### config.mk
export PLATFORM = sky130hd
export DESIGN_NAME = usr_shift_ctrl_flat
export DESIGN_NICKNAME = d
export VERILOG_FILES = /design/src/rtl/usr_shift_ctrl_if.sv /design/src/rtl/usr_shift_ctrl.sv /design/src/flat_wrapper.sv
export SDC_FILE = /design/constraint.sdc
export NUM_CORES = 1
export LEC_CHECK = 0
export ABC_CLOCK_PERIOD_IN_PS = 3280
export CAP_MARGIN = 10
export CORE_MARGIN = 2
export CORE_UTILIZATION = 45
export DETAILED_ROUTE_END_ITERATION = 16
export GPL_ROUTABILITY_DRIVEN = 1
export PLACE_DENSITY_LB_ADDON = 0.3
export SYNTH_ARGS = -nofsm -noshare
export SYNTH_HDL_FRONTEND = slang
export SYNTH_SLANG_ARGS = --single-unit
### constraint.sdc
create_clock -name clk -period 3.28 [get_ports clk]
set_input_delay 0.656 -clock clk [delete_from_list [all_inputs] [get_ports clk]]
set_output_delay 0.656 -clock clk [all_outputs]
set_load 0.02 [all_outputs]
### src/rtl/usr_shift_ctrl_if.sv
// Command/completion bus between software-visible command port and the shift sequencer.
interface usr_shift_ctrl_if #(
  parameter int WIDTH = 4,
  parameter int AMT_W = 3
);
  logic             cmd_valid;
  logic             cmd_ready;
  logic [2:0]       cmd_op;
  logic [AMT_W-1:0] cmd_amt;
  logic [WIDTH-1:0] cmd_data;
  logic             cmd_fill;
  logic             busy;
  logic             done;
  logic             err;
  logic [WIDTH-1:0] result;

  modport master (
    output cmd_valid, cmd_op, cmd_amt, cmd_data, cmd_fill,
    input  cmd_ready, busy, done, err, result
  );

  modport slave (
    input  cmd_valid, cmd_op, cmd_amt, cmd_data, cmd_fill,
    output cmd_ready, busy, done, err, result
  );
endinterface

### src/rtl/usr_shift_ctrl.sv
// Sequencer driving a universal shift register for LOAD / SHR / SHL / ROR / ROL commands.
// Optional abort input enabled with `define USR_CTRL_ABORT_EN.
module usr_shift_ctrl #(
  parameter int WIDTH = 4,
  parameter int AMT_W = 3
) (
  input  logic             clk,
  input  logic             rst,
  usr_shift_ctrl_if.slave  cmd,
`ifdef USR_CTRL_ABORT_EN
  input  logic             abort_i,
`endif
  output logic [1:0]       sr_mode_o,
  output logic [WIDTH-1:0] sr_pload_o,
  output logic             sr_sin_left_o,
  output logic             sr_sin_right_o,
  input  logic [WIDTH-1:0] sr_q_i
);

  typedef enum logic [1:0] {IDLE, LOAD, SHIFT, DONE} state_e;

  localparam logic [2:0] OP_LOAD = 3'd0;
  localparam logic [2:0] OP_SHR  = 3'd1;
  localparam logic [2:0] OP_SHL  = 3'd2;
  localparam logic [2:0] OP_ROR  = 3'd3;
  localparam logic [2:0] OP_ROL  = 3'd4;

  state_e           state_q, state_d;
  logic [2:0]       op_q, op_d;
  logic [AMT_W-1:0] count_q, count_d;
  logic [WIDTH-1:0] data_q, data_d;
  logic             fill_q, fill_d;
  logic             err_q, err_d;
  logic             accept;
  logic             abortHit;

`ifdef USR_CTRL_ABORT_EN
  assign abortHit = abort_i;
`else
  assign abortHit = 1'b0;
`endif

  assign cmd.cmd_ready = (state_q == IDLE);
  assign cmd.busy      = (state_q != IDLE);
  assign cmd.done      = (state_q == DONE);
  assign cmd.err       = (state_q == DONE) && err_q;
  assign cmd.result    = (state_q == DONE) ? sr_q_i : '0;
  assign accept        = cmd.cmd_valid && (state_q == IDLE);

  always_ff @(posedge clk) begin
    if (rst) begin
      state_q <= IDLE;
      op_q    <= '0;
      count_q <= '0;
      data_q  <= '0;
      fill_q  <= 1'b0;
      err_q   <= 1'b0;
    end else begin
      state_q <= state_d;
      op_q    <= op_d;
      count_q <= count_d;
      data_q  <= data_d;
      fill_q  <= fill_d;
      err_q   <= err_d;
    end
  end

  always_comb begin
    state_d        = state_q;
    op_d           = op_q;
    count_d        = count_q;
    data_d         = data_q;
    fill_d         = fill_q;
    err_d          = err_q;
    sr_mode_o      = 2'b00;
    sr_pload_o     = '0;
    sr_sin_left_o  = 1'b0;
    sr_sin_right_o = 1'b0;

    case (state_q)
      IDLE: begin
        if (accept) begin
          op_d    = cmd.cmd_op;
          count_d = cmd.cmd_amt;
          data_d  = cmd.cmd_data;
          fill_d  = cmd.cmd_fill;
          err_d   = 1'b0;
          if (cmd.cmd_op > OP_ROL) begin
            err_d   = 1'b1;
            state_d = DONE;
          end else if (cmd.cmd_op == OP_LOAD) begin
            state_d = LOAD;
          end else if (cmd.cmd_amt == '0) begin
            state_d = DONE;
          end else begin
            state_d = SHIFT;
          end
        end
      end

      LOAD: begin
        state_d = DONE;
        if (abortHit) begin
          err_d = 1'b1;
        end else begin
          sr_mode_o  = 2'b11;
          sr_pload_o = data_q;
        end
      end

      SHIFT: begin
        if (abortHit) begin
          err_d   = 1'b1;
          state_d = DONE;
        end else begin
          // Rotates feed the bit falling off the far end back in the same cycle.
          case (op_q)
            OP_SHR: begin
              sr_mode_o     = 2'b01;
              sr_sin_left_o = fill_q;
            end
            OP_SHL: begin
              sr_mode_o      = 2'b10;
              sr_sin_right_o = fill_q;
            end
            OP_ROR: begin
              sr_mode_o     = 2'b01;
              sr_sin_left_o = sr_q_i[0];
            end
            OP_ROL: begin
              sr_mode_o      = 2'b10;
              sr_sin_right_o = sr_q_i[WIDTH-1];
            end
            default: sr_mode_o = 2'b00;
          endcase
          count_d = count_q - AMT_W'(1);
          if (count_q == AMT_W'(1)) begin
            state_d = DONE;
          end
        end
      end

      DONE: begin
        state_d = IDLE;
      end

      default: state_d = IDLE;
    endcase
  end

endmodule

### src/flat_wrapper.sv
// flat-port wrapper written by rule: the top's interface ports become plain ports
module usr_shift_ctrl_flat 
#(
  parameter int WIDTH = 4,
  parameter int AMT_W = 3
)
  (clk, rst, sr_mode_o, sr_pload_o, sr_sin_left_o, sr_sin_right_o, sr_q_i, cmd_cmd_valid, cmd_cmd_op, cmd_cmd_amt, cmd_cmd_data, cmd_cmd_fill, cmd_cmd_ready, cmd_busy, cmd_done, cmd_err, cmd_result);
  usr_shift_ctrl_if #(.WIDTH(WIDTH), .AMT_W(AMT_W)) cmd_i ();
  input  logic clk;
  input  logic rst;
  output logic [1:0] sr_mode_o;
  output logic [WIDTH-1:0] sr_pload_o;
  output logic sr_sin_left_o;
  output logic sr_sin_right_o;
  input  logic [WIDTH-1:0] sr_q_i;
  input wire logic [$bits(cmd_i.cmd_valid)-1:0] cmd_cmd_valid;
  input wire logic [$bits(cmd_i.cmd_op)-1:0] cmd_cmd_op;
  input wire logic [$bits(cmd_i.cmd_amt)-1:0] cmd_cmd_amt;
  input wire logic [$bits(cmd_i.cmd_data)-1:0] cmd_cmd_data;
  input wire logic [$bits(cmd_i.cmd_fill)-1:0] cmd_cmd_fill;
  output wire logic [$bits(cmd_i.cmd_ready)-1:0] cmd_cmd_ready;
  output wire logic [$bits(cmd_i.busy)-1:0] cmd_busy;
  output wire logic [$bits(cmd_i.done)-1:0] cmd_done;
  output wire logic [$bits(cmd_i.err)-1:0] cmd_err;
  output wire logic [$bits(cmd_i.result)-1:0] cmd_result;
  assign cmd_i.cmd_valid = cmd_cmd_valid;
  assign cmd_i.cmd_op = cmd_cmd_op;
  assign cmd_i.cmd_amt = cmd_cmd_amt;
  assign cmd_i.cmd_data = cmd_cmd_data;
  assign cmd_i.cmd_fill = cmd_cmd_fill;
  assign cmd_cmd_ready = cmd_i.cmd_ready;
  assign cmd_busy = cmd_i.busy;
  assign cmd_done = cmd_i.done;
  assign cmd_err = cmd_i.err;
  assign cmd_result = cmd_i.result;
  usr_shift_ctrl #(.WIDTH(WIDTH), .AMT_W(AMT_W)) u_core (.clk(clk), .rst(rst), .cmd(cmd_i), .sr_mode_o(sr_mode_o), .sr_pload_o(sr_pload_o), .sr_sin_left_o(sr_sin_left_o), .sr_sin_right_o(sr_sin_right_o), .sr_q_i(sr_q_i));
endmodule
==> results.toml, run 1 <==
[synthesis]
synth-warning-count = 0
yosysUniqueCellTypes = 24
synth_seq_area_share = 0.330
synthesis.instances = 107
netlist.top_cell.by_area = "dfxtp_1"
postSynthNetCount = 132
synth.top_cells.by_area = "dfxtp_1, ha_1, nand2_1"
synthesized_cell_area_sq_um = 850
synth_register_bits = 14
synth_async_sr_flop_share = 0
synth.cells.most_frequent = "nand2_1, dfxtp_1, a21oi_1"
yosys_most_used_dff = "dfxtp_1"
leading_cell_type_by_number_of_instances_after_synthesis = "nand2_1"
yosysTopAreaCellShare = 0.330
avgSynthCellArea_sq_um = 7.94
synth-edff-count = 0

[worst_hold_path]
holdCritPathClass = "reg2reg"

[global_route]
antenna_found_initial = 0
grt_pass1_vias = 728
grt_pass1_wl_microns = 3120
grt_start_max_net_pins = 16
gr-usage-all-layers = 0.196
grt_overflow_total = 0

[placement]
numPortBuffers = 33
globalplace.congestion = 0.860
dpl.cell_count = 162
detailed_placer_s_ending_hpwl_microns = 1560

[layout]
num_antenna_cells = 0
layout.nets = 167
post_route_cells_drive_above_1_share = 0.0355
stdcell_count = 166
syn_to_final_growth_pct = 45.5

[sta]
final-setup-viol-count = 0
timing.clock.skew_ps = 1.22
hold_viol_final = 0
max_clock_freq_ghz = 0.365
max_slew_margin = 0.658
worstMarginPinSlew_ps = 499
post-route-period-util = 0.835
finalWorstPathRequiredPeriod_ps = 2740
grt_setup_unrepaired = "no"
slew_viol_final = 0
setup-tns-final_ps = 0

[setup_path]
setup.worst_path.end_class = "output pin"
crit_required_ps = 2620
timing.setup.critical_path_class = "reg2out"
crit_path_cell_trace = "inv_1 > ha_1 > nor3b_1 > o21a_1 > clkdlybuf4s50_1"
worst-endpoint-arrival_ps = 2080
critPathMaxStageDelay_ps = 600
critPathSlowestCell = "clkdlybuf4s50_1"
cp_max_fo = 12
cp_startpoint_kind = "flop"

[power]
cell_internal_pwr_uw = 464
clock_power_share = 0.164
share_seq_of_total_power = 0.323
power.switching_uw = 300
power.density_nw_per_um2 = 618
power.total_uw = 764
leakage_power_uw = 0.000486
share_comb_of_total_power = 0.513
netSwitchingFraction = 0.393
peakVddDrop_uv = 423

[die]
pin_count = 34
dieArea_sq_um = 2250
floorplan.die.width_microns = 47.5
core_area_sq_um = 1750
initial_core_util = 0.487
num_rows = 15
die_h_microns = 47.5

[routing]
avgViaCountPerCell = 5.16
drtIter0Drc = 22
wl_microns = 2030
vias_post_dr = 856
route.detailed.drc = 0
drt_first_pass_iters = 4
ant_nets = 0
routed_wire_length_per_instance_microns = 12.2

[clock_tree]
deepest_level_of_the_cts_h_tree = 1
postCtsResizedCells = 0
cts_hold_repair.buffers = 0
insertion_delay_ps = 280
numClockSinks = 14
tritoncts = "done"
clkSlewWorstSetupHoldPaths_ps = 90
root_buffer = "clkbuf_4"
cts-buffers-inserted = 3
clock_tree.buffer_depth = 2
cts_post_setup_buffers_inserted = 0

[job]
max_cap_violations = 0

[outcome]
run_status = "finished, final reports clean"
-- per-stage QoR --
stage          hold slack (ps)  utilization  area [sq um]  setup slack [ps]
3_3_place_gp               436        0.687          1200               579
4_1_cts                    452        0.708          1240               534
6_report                   449        0.708          1240               542
3_5_place_dp               440        0.687          1200               551
2_1_floorplan              426            -           850              1270
5_1_grt                    485        0.708          1240               394
-- critical path: cells and delay by family, from the launching register on --
kind | cells | cell delay [ps]
AND/OR/NAND/NOR | 1 | 220
flip-flops | 1 | 350
adder cells (fa/ha/maj) | 1 | 380
buffers and inverters | 2 | 710
AO/OA/AOI/OAI | 1 | 140
-- final timing paths --
kind              cells past startpoint         startpoint                end  slack (ps)
setup / recovery                      5  u_core.state_q[0]       sr_mode_o[1]         540
hold / removal                        2       u_core.err_q       u_core.err_q         450
setup reg to reg                      5  u_core.state_q[0]  u_core.count_q[0]        1580
hold reg to reg                       2       u_core.err_q       u_core.err_q         450
-- per-layer routing --
metal	GRT usage	share of wire
met1	0.245	0.46
met3	0.0415	0.058
met2	0.343	0.47
met5	0	0
met4	0.0500	0.0059
-- flip-flops by register name, indices dropped and copies added, names as in the netlist --
signal / count
u_core.state_q: 2
u_core.data_q: 4
u_core.count_q: 3
u_core.op_q: 3
u_core.err_q: 1
u_core.fill_q: 1
-- placed cells by master (no fill, tap or decap) --
cell | Yosys | final
dfxtp_1 | 14 | 14
nor2_1 | 2 | 2
ha_1 | 7 | 7
xnor2_1 | 1 | 1
o21ba_2 | 1 | 1
a21oi_1 | 12 | 12
nand2_1 | 21 | 21
nor2b_1 | 3 | 3
clkdlybuf4s50_1 | 0 | 33
or3_1 | 1 | 1
o21ai_0 | 3 | 3
and3b_1 | 2 | 2
nor3_1 | 2 | 2
o41ai_1 | 2 | 2
mux2i_1 | 4 | 4
inv_1 | 6 | 6
a21o_1 | 1 | 1
and2_1 | 10 | 10
nand3b_1 | 2 | 2
clkbuf_4 | 0 | 3
nand2b_1 | 4 | 4
a211o_1 | 1 | 1
nor3b_1 | 1 | 1
a2bb2oi_1 | 1 | 1
o21a_1 | 3 | 3
clkbuf_8 | 0 | 1
-- cells by family after synthesis --
kind of cell	count (synthesis)	synth area share
AO/OA/AOI/OAI	24	0.177
XOR/XNOR	1	0.0103
adder cells (fa/ha/maj)	7	0.103
buffers and inverters	9	0.0398
flip-flops	14	0.330
multiplexers	4	0.0471
AND/OR/NAND/NOR	48	0.293
-- power by group through the flow --
stage,registers [uW],logic (uW),clock network (uW)
detailed placement,251,391,0
finish,247,392,125
global placement,248,376,0
CTS,247,395,126
global route,254,432,136
floorplan,241,263,0
-- area by class of cell --
class,count,area (sq um)
fill,144,509
clock buffer,4,36.3
inverter,6,22.5
timing repair buffer,33,330
tap,25,31.3
sequential,14,280
multi-input combinational,84,536
Note: power is estimated with default switching activity, not from simulation.
==> run 2, diff against run 1 <==
--- a/config.mk
+++ b/config.mk
@@ -5,10 +5,10 @@
 export SDC_FILE = /design/constraint.sdc
 export NUM_CORES = 1
 export LEC_CHECK = 0
-export ABC_CLOCK_PERIOD_IN_PS = 3280
+export ABC_CLOCK_PERIOD_IN_PS = 2400
 export CAP_MARGIN = 10
 export CORE_MARGIN = 2
-export CORE_UTILIZATION = 45
+export CORE_UTILIZATION = 38
 export DETAILED_ROUTE_END_ITERATION = 16
 export GPL_ROUTABILITY_DRIVEN = 1
 export PLACE_DENSITY_LB_ADDON = 0.3
==> constraint.sdc (replaced) <==
create_clock -name clk -period 2.4 [get_ports clk]
set_input_delay 0.48 -clock clk [delete_from_list [all_inputs] [get_ports clk]]
set_output_delay 0.48 -clock clk [all_outputs]
set_load 0.02 [all_outputs]
==> run 2 against run 1 <==
Net effect:
- count of clock-buffer cells in the layout unchanged
- clock skew grew 3.0 ps
- cell count increased by 3.0%
- worst hold slack better by 5.8 ps
- worst setup slack got worse by 450 ps
- highest routed layer unchanged
- sequential share of layout area shrank 0.45 points
- flip-flop and latch count stayed put
- via count down 2.1%
- core utilization down 13 points
- power is 38% higher
- global-route usage fell by 2.7 points
- largest power group unchanged
==> results.toml, run 2 (synthesis gave the netlist of run 1 again) <==
[die]
floorplan.die.width_microns = 51.3
core_area_sq_um = 2170
pin_count = 34
initial_core_util = 0.392
dieArea_sq_um = 2630
die_h_microns = 51.3
num_rows = 17

[routing]
routed_wire_length_per_instance_microns = 12.2
drtIter0Drc = 3
vias_post_dr = 838
highest_layer = "met4"
route.met2.wl_microns = 1020
avgViaCountPerCell = 4.90
detail_route.wirelength.met1_microns = 904
drt_first_pass_iters = 3
detailroute.wirelength.met3_microns = 115
wl_microns = 2080
ant_nets = 0
route.detailed.drc = 0

[sta]
grt_setup_unrepaired = "no"
hold_viol_final = 0
hold-worst-slack_ps = 455
worstMarginPinSlew_ps = 449
slew_viol_final = 0
finalWorstPathRequiredPeriod_ps = 2300
post-route-worst-setup-slack_ps = 95.4
max_slew_margin = 0.692
setup-tns-final_ps = 0
timing.clock.skew_ps = 4.26
final-setup-viol-count = 0
post-route-period-util = 0.960
max_clock_freq_ghz = 0.434

[clock_tree]
numClockSinks = 14
tritoncts = "done"
clkSlewWorstSetupHoldPaths_ps = 90
root_buffer = "clkbuf_4"
clock_tree.buffer_depth = 2
insertion_delay_ps = 290
cts_hold_repair.buffers = 0
cts-buffers-inserted = 3
deepest_level_of_the_cts_h_tree = 1

[power]
leakage_power_uw = 0.000555
share_comb_of_total_power = 0.513
cell_internal_pwr_uw = 641
power.switching_uw = 411
clock_power_share = 0.166
peakVddDrop_uv = 438
share_seq_of_total_power = 0.321
netSwitchingFraction = 0.391
power.density_nw_per_um2 = 834

[global_route]
grt_start_max_net_pins = 10
grt_pass1_wl_microns = 3320
grt_pass1_vias = 817
gr-usage-all-layers = 0.169
grt_overflow_total = 0
antenna_found_initial = 0

[layout]
layout.nets = 169
mostFrequentLayoutCell = "clkdlybuf4s50_1"
top_flop_regs = "u_core.data_q: 4 flops, u_core.count_q: 3 flops, u_core.op_q: 3 flops"
ff_latch_area_sq_um = 280
post_route_cells_drive_above_1_share = 0.0490
most-common-layout-cells = "clkdlybuf4s50_1, nand2_1, dfxtp_1, a21oi_1, and2_1"
largest-register = "u_core.data_q"
num_antenna_cells = 0
layout.core_utilization = 0.581
syn_to_final_growth_pct = 48.5
multi_input_comb_area_sq_um = 536
fillerInstances = 223
number_of_flip_flops_in_the_largest_register = 4

[job]
max_cap_violations = 0

[placement]
numPortBuffers = 33
globalplace.congestion = 0.785
detailed_placer_s_ending_hpwl_microns = 1630
detailedPlace.worstSlack_ps = 15.1

[setup_path]
crit_required_ps = 1920
timing.setup.critical_path_class = "reg2out"
worst-endpoint-arrival_ps = 1820
reg2reg_setup_slack_ps = 730
cp_max_fo = 6
cp_startpoint_kind = "flop"
setup.worst_path.end_class = "output pin"

[outcome]
run_status = "finished, final reports clean"

[worst_hold_path]
holdCritPathClass = "reg2reg"
==> run 2: routing by layer <==
layer	vias up	track usage
li1	431	-
met1	382	0.185
met2	20	0.307
met3	5	0.0380
met4	0	0.0789
met5	-	0
==> run 2: timing repair <==
| item | 4_1_cts | 5_1_grt |
|---|---|---|
| hold endpoints to repair | 0 | 0 |
| pin swaps | 0 | 0 |
| endpoints found under the setup margin | 1 | 3 |
| gates resized for setup | 1 | 3 |
| buffers inserted | 0 | 0 |
==> run 2: power groups by stage <==
stage	clock network (uW)	logic (uW)	registers, uW
floorplan	0	359	330
global placement	0	526	339
detailed placement	0	544	343
CTS	177	547	338
global route	188	593	347
finish	174	540	338
==> run 2: critical path: stages, from the launching register on <==
cell and delay [ps]:
dfxtp_1 350, inv_1 110, ha_1 290, and2_1 170, clkdlybuf4s50_1 610
==> run 2: per-stage QoR <==
| step | cells | instance area, sq um | power (uW) |
|---|---|---|---|
| 3_3_place_gp | 167 | 1220 | 865 |
| 5_1_grt | 171 | 1260 | 1130 |
| 3_5_place_dp | 167 | 1220 | 887 |
| 4_1_cts | 171 | 1250 | 1060 |
| 6_report | 171 | 1260 | 1050 |
| 2_1_floorplan | 107 | 850 | 689 |
==> run 2: cell type report <==
| class | count | area share |
|---|---|---|
| Tap cell | 28 | 0.0278 |
| Timing Repair Buffer | 35 | 0.279 |
| Inverter | 6 | 0.0179 |
| Sequential cell | 14 | 0.222 |
| Multi-Input combinational cell | 84 | 0.425 |
| Clock buffer | 4 | 0.0288 |
==> run 2: worst paths after layout <==
kind / depth (start not counted) / end / startpoint
setup / recovery: 4 / sr_pload_o[3] / u_core.state_q[1]
hold / removal: 2 / u_core.data_q[1] / u_core.data_q[1]
setup reg to reg: 6 / u_core.count_q[0] / u_core.state_q[0]
hold reg to reg: 2 / u_core.data_q[1] / u_core.data_q[1]
